[src/rtl/serial_sub_pkg.sv]
// Shared types and defaults for the bit-serial subtractor.
package serial_sub_pkg;

  localparam int DEFAULT_WIDTH = 4;

  typedef enum logic [1:0] {
    IDLE,
    SHIFT,
    DONE
  } sub_state_t;

endpackage

[src/rtl/full_subtractor.sv]
// Combinational 1-bit full subtractor: d = a - b - bin, bout = borrow out.
module full_subtractor (
  input  logic a,
  input  logic b,
  input  logic bin,
  output logic d,
  output logic bout
);

  assign d    = a ^ b ^ bin;
  assign bout = (~a & b) | (~(a ^ b) & bin);

endmodule

[src/rtl/serial_subtractor.sv]
// Bit-serial A - B, LSB first over WIDTH cycles, one full-subtractor cell
// reused every cycle behind a start/busy/done handshake.
module serial_subtractor
  import serial_sub_pkg::*;
#(
  parameter int WIDTH = DEFAULT_WIDTH
) (
  input  logic             clk,
  input  logic             rst_n,
  input  logic             start,
  input  logic [WIDTH-1:0] a,
  input  logic [WIDTH-1:0] b,
  output logic             busy,
  output logic             done,
  output logic [WIDTH-1:0] diff,
  output logic             borrow_out
);

  localparam int CW = (WIDTH > 1) ? $clog2(WIDTH) : 1;
  localparam logic [CW-1:0] LAST_BIT = CW'(WIDTH - 1);

  sub_state_t       state_q, state_d;
  logic [WIDTH-1:0] sa_q, sa_d;
  logic [WIDTH-1:0] sb_q, sb_d;
  logic [WIDTH-1:0] sr_q, sr_d;
  logic [CW-1:0]    cnt_q, cnt_d;
  logic             borrow_q, borrow_d;
  logic [WIDTH-1:0] diff_q, diff_d;
  logic             borrow_out_q, borrow_out_d;

  logic cell_d;
  logic cell_bout;

  full_subtractor u_cell (
    .a    (sa_q[0]),
    .b    (sb_q[0]),
    .bin  (borrow_q),
    .d    (cell_d),
    .bout (cell_bout)
  );

  always_comb begin
    // NOTE: every output of this block gets a default first so no path leaves a latch.
    state_d      = state_q;
    sa_d         = sa_q;
    sb_d         = sb_q;
    sr_d         = sr_q;
    cnt_d        = cnt_q;
    borrow_d     = borrow_q;
    diff_d       = diff_q;
    borrow_out_d = borrow_out_q;

    case (state_q)
      IDLE: begin
        if (start) begin
          sa_d     = a;
          sb_d     = b;
          sr_d     = '0;
          cnt_d    = '0;
          borrow_d = 1'b0;
          state_d  = SHIFT;
        end
      end
      SHIFT: begin
        sa_d     = sa_q >> 1;
        sb_d     = sb_q >> 1;
        sr_d     = {cell_d, sr_q[WIDTH-1:1]};
        borrow_d = cell_bout;
        cnt_d    = cnt_q + CW'(1);
        if (cnt_q == LAST_BIT) begin
          // Publish on the edge that consumes the MSB, including that bit.
          diff_d       = {cell_d, sr_q[WIDTH-1:1]};
          borrow_out_d = cell_bout;
          state_d      = DONE;
        end
      end
      DONE:    state_d = IDLE;
      default: state_d = IDLE;
    endcase
  end

  // NOTE: state uses non-blocking assignments so every flop samples pre-edge values.
  // NOTE: all registers are small and reset asynchronously to zero.
  always_ff @(posedge clk or negedge rst_n) begin
    if (!rst_n) begin
      state_q      <= IDLE;
      sa_q         <= '0;
      sb_q         <= '0;
      sr_q         <= '0;
      cnt_q        <= '0;
      borrow_q     <= 1'b0;
      diff_q       <= '0;
      borrow_out_q <= 1'b0;
    end else begin
      state_q      <= state_d;
      sa_q         <= sa_d;
      sb_q         <= sb_d;
      sr_q         <= sr_d;
      cnt_q        <= cnt_d;
      borrow_q     <= borrow_d;
      diff_q       <= diff_d;
      borrow_out_q <= borrow_out_d;
    end
  end

  assign busy       = (state_q != IDLE);
  assign done       = (state_q == DONE);
  assign diff       = diff_q;
  assign borrow_out = borrow_out_q;

endmodule
[config.mk]
export PLATFORM = sky130hd
export DESIGN_NAME = serial_subtractor
export DESIGN_NICKNAME = d
export VERILOG_FILES = /design/src/rtl/serial_sub_pkg.sv /design/src/rtl/full_subtractor.sv /design/src/rtl/serial_subtractor.sv
export SDC_FILE = /design/constraint.sdc
export NUM_CORES = 1
export LEC_CHECK = 0
export ABC_AREA = 1
export BUFFER_PORTS_ARGS = -buffer_cell sky130_fd_sc_hd__buf_4
export CORE_UTILIZATION = 53
export DETAILED_ROUTE_END_ITERATION = 10
export PLACE_DENSITY = 0.81
export SYNTH_ARGS = -nofsm -noshare
export SYNTH_HDL_FRONTEND = slang
export SYNTH_SLANG_ARGS = --single-unit
export TNS_END_PERCENT = 1
[constraint.sdc]
create_clock -name clk -period 1.6 [get_ports clk]
set_input_delay 0.08 -clock clk [delete_from_list [all_inputs] [get_ports clk]]
set_output_delay 0.08 -clock clk [all_outputs]
set_load 0.03 [all_outputs]
==> flow_summary.yaml <==
outcome:
  status: "finished clean"
clock_network:
  cts.path.max_buffers: 2
  cts_tree: "done"
  clock_latency_ns: 0.30
  root_buffer: "clkbuf_4"
  numCtsBuffers: 3
  ctsResizeCount: 0
  cts.sinks: 21
  path_clk_slew_ns: 0.11
  htreeDepth: 1
finish:
  fin_util_pct: 71.67
  fill_cells: 121
  diodes: 0
  design_area_sq_um: 1130
  area_delta_synth_final_pct: 19.76
  drive_gt1_share_pct: 21.64
  nets: 148
sta:
  finalSetupTns_ns: 0
  fin_crit_sh_pct: 82.55
  report.final.slew_viol_count: 0
  maxClockFrequency_mhz: 757.1
  period_minus_slack_ns: 1.321
  hold_viol: 0
  finClkSkew_ns: 0.007608
  final-setup-viol-count: 0
  hold_ws_ns: 0.02218
  slew_headroom_pct: 74.86
  finalWorstSetupSlack_ns: 0.2791
  tightest_slew_ns: 0.3771
  rsz0062_at_grt: "no"
die:
  fp-row-count: 14
  die_w_microns: 44.19
  io_pins: 18
  initial_core_util_pct: 59.84
  dieHeight_microns: 44.19
  die_area_sq_um: 1953
  core-area_sq_um: 1577
logic_synthesis:
  ys_ff_latch: 21
  avgSynthCellArea_sq_um: 8.423
  yosysWarnings: 0
  syn-cell-area_sq_um: 943.4
  synth_area_leaders: "dfrtp_1, nand2_1, inv_1"
  synthDistinctLibCells: 15
  synth_xor_area_share_pct: 0
  synth_top_family_by_area: "simple AND/OR/NAND/NOR gates"
  synth.area.mux_share_pct: 0
  synthTopCellsByCount: "nand2_1, dfrtp_1, inv_1"
  ys_seq_area_share_pct: 55.70
  synthFlopType: "dfrtp_1"
  synth_edf_count: 0
  synthArstFlopShare_pct: 100.0
  synth-compound-area-share_pct: 6.897
  synth_top_cell_area_share_pct: 55.70
  synth_fa_ha_area_share_pct: 3.448
  synth_simple_gate_area_share_pct: 25.46
  synth_cells: 112
  syn-num-nets: 125
  yosysMostFrequentCell: "nand2_1"
  yosys.area.top_type: "dfrtp_1"
power:
  power.density_nw_per_um2: 1983
  irDropWorstVdd_uv: 1164
  swShare_pct: 43.25
  p_seq_share_pct: 41.4
  power.share.clock_pct: 11.3
  p_int_mw: 1.272
  p_leak_nw: 0.6242
  comb_power_share_pct: 47.4
  power.switching_uw: 969.1
setup_path:
  crit_family: "flip-flops"
  crit_slowest_cell: "dfrtp_1"
  slowest_delay_ns: 0.59
  crit_type: "reg -> out"
  startpoint_type: "register"
  path_cells: "inv_2 -> nand2_1 -> buf_4"
  r2r_start: "state_q[0]$_DFFE_PN0P_"
  crit_buf_inv: 2
  crit_path_end_kind: "output port"
  cp.required_ns: 1.52
  regToRegSetupSlack_ns: 0.31
  cp_data_arrival_time_ns: 1.24
  reg2reg_to: "diff[0]$_DFFE_PN0P_"
  critPathMaxFanout: 13
  r2r_cells: 4
place:
  numPortBuffers: 17
  dpl.hpwl_microns: 1294
  dp_slack_ns: 0.3259
  placement.cell_area_sq_um: 1094
  place_congestion: 0.8464
routing:
  first_pass_iters: 6
  route.detailed.drc: 0
  ant_nets: 0
  drt-initial-drc-count: 24
  totalWireLength_microns: 1736
  vias: 757
  viasPerCell: 5.047
  wl_per_cell_microns: 11.57
min_path:
  min_path_type: "in -> reg"
  min_delay_path_depth: 3
  holdPathEnd: "sa_q[3]$_DFFE_PN0P_"
  worstHoldStart: "a[3]"
grt:
  gr-usage-met3_pct: 2.449
  antenna_found_initial: 0
  grt_max_degree: 22
  track_usage_pct: 21.60
  grt_pass1_wl_microns: 2994
  grt_pass1_vias: 715
  use_met1_pct: 30.03
  use_met2_pct: 32.94
  grt_overflow: 0
  top_usage_layer: "met2"
flow_run:
  cap_viol_max_count: 0
==> registers in the layout, indices dropped and copies added, names as in the netlist <==
name        count
borrow_out      1
cnt_q           2
sa_q            4
sb_q            4
sr_q            3
borrow_q        1
diff            4
state_q         2
==> power groups by stage <==
| stage | Combinational, mW | Clock (mW) | Sequential [mW] |
|---|---|---|---|
| 3_3_place_gp | 1.05 | 0 | 0.928 |
| 6_report | 1.06 | 0.252 | 0.927 |
| 5_1_grt | 1.24 | 0.274 | 0.957 |
| 4_1_cts | 1.08 | 0.257 | 0.927 |
| 2_1_floorplan | 0.703 | 0 | 0.977 |
| 3_5_place_dp | 1.07 | 0 | 0.937 |
==> cell families (layout without fill, tap and decap cells) <==
kind of cell	count (synthesis)	in the layout
adders and majority gates	2	2
buffers and inverters	20	42
and+or+nand+nor	56	56
DFF	21	21
AOI/OAI and AO/OA	13	13
==> per-layer routing <==
| layer | up-vias | wire (microns) |
|---|---|---|
| li1 | 388 | - |
| met1 | 344 | 810 |
| met2 | 20 | 818 |
| met3 | 5 | 63 |
| met4 | 0 | 44 |
| met5 | - | 0 |
==> layout by cell type, fill, tap and decap left out <==
master / count
buf_4: 19
nand2_2: 3
clkbuf_4: 3
or2_2: 2
inv_1: 17
o21ai_0: 11
a21oi_1: 2
dlygate4sd3_1: 1
dfrtp_1: 21
clkbuf_1: 1
nor2_1: 2
nand2_1: 40
nor2_4: 1
inv_2: 1
ha_1: 1
fa_1: 1
nand3_1: 8
==> cell type report <==
type / instances / area (sq um) / share of cell area (%)
Tap cell: 16 / 20.02 / 1.772
Sequential cell: 21 / 525.5 / 46.51
Clock buffer: 4 / 26.28 / 2.326
Multi-Input combinational cell: 71 / 337.8 / 29.90
Inverter: 18 / 67.56 / 5.980
Timing Repair Buffer: 20 / 152.6 / 13.51
==> repair_timing <==
action	in CTS	in global routing
hold buffers	1	0
setup endpoints to repair	0	0
hold endpoints to repair	21	0
setup buffers	0	0
==> worst max path at each step <==
stage	start	endpoint	slack (ns)	cells after the start
6_report	state_q[0]$_DFFE_PN0P_	busy	0.28	3
5_1_grt	state_q[0]$_DFFE_PN0P_	diff[1]$_DFFE_PN0P_	0.16	4
4_1_cts	state_q[0]$_DFFE_PN0P_	busy	0.29	3
3_5_place_dp	state_q[0]$_DFFE_PN0P_	diff[0]$_DFFE_PN0P_	0.33	4
3_3_place_gp	state_q[0]$_DFFE_PN0P_	diff[1]$_DFFE_PN0P_	0.39	5
2_1_floorplan	sb_q[0]$_DFFE_PN0P_	sr_q[3]$_DFFE_PN0P_	0.50	4
==> per-stage QoR <==
stage / power [mW] / instances
floorplan: 1.681 / 112
CTS: 2.261 / 150
global placement: 1.977 / 145
detailed placement: 2.010 / 145
finish: 2.241 / 150
global route: 2.468 / 150
==> tightest hold or removal path, delay by kind of cell <==
kind                   cells  cell delay, ns
buffers and inverters      1            0.11
AO/OA/AOI/OAI              1            0.06
AND/OR/NAND/NOR            1            0.05
(Power assumes the default switching activity.)
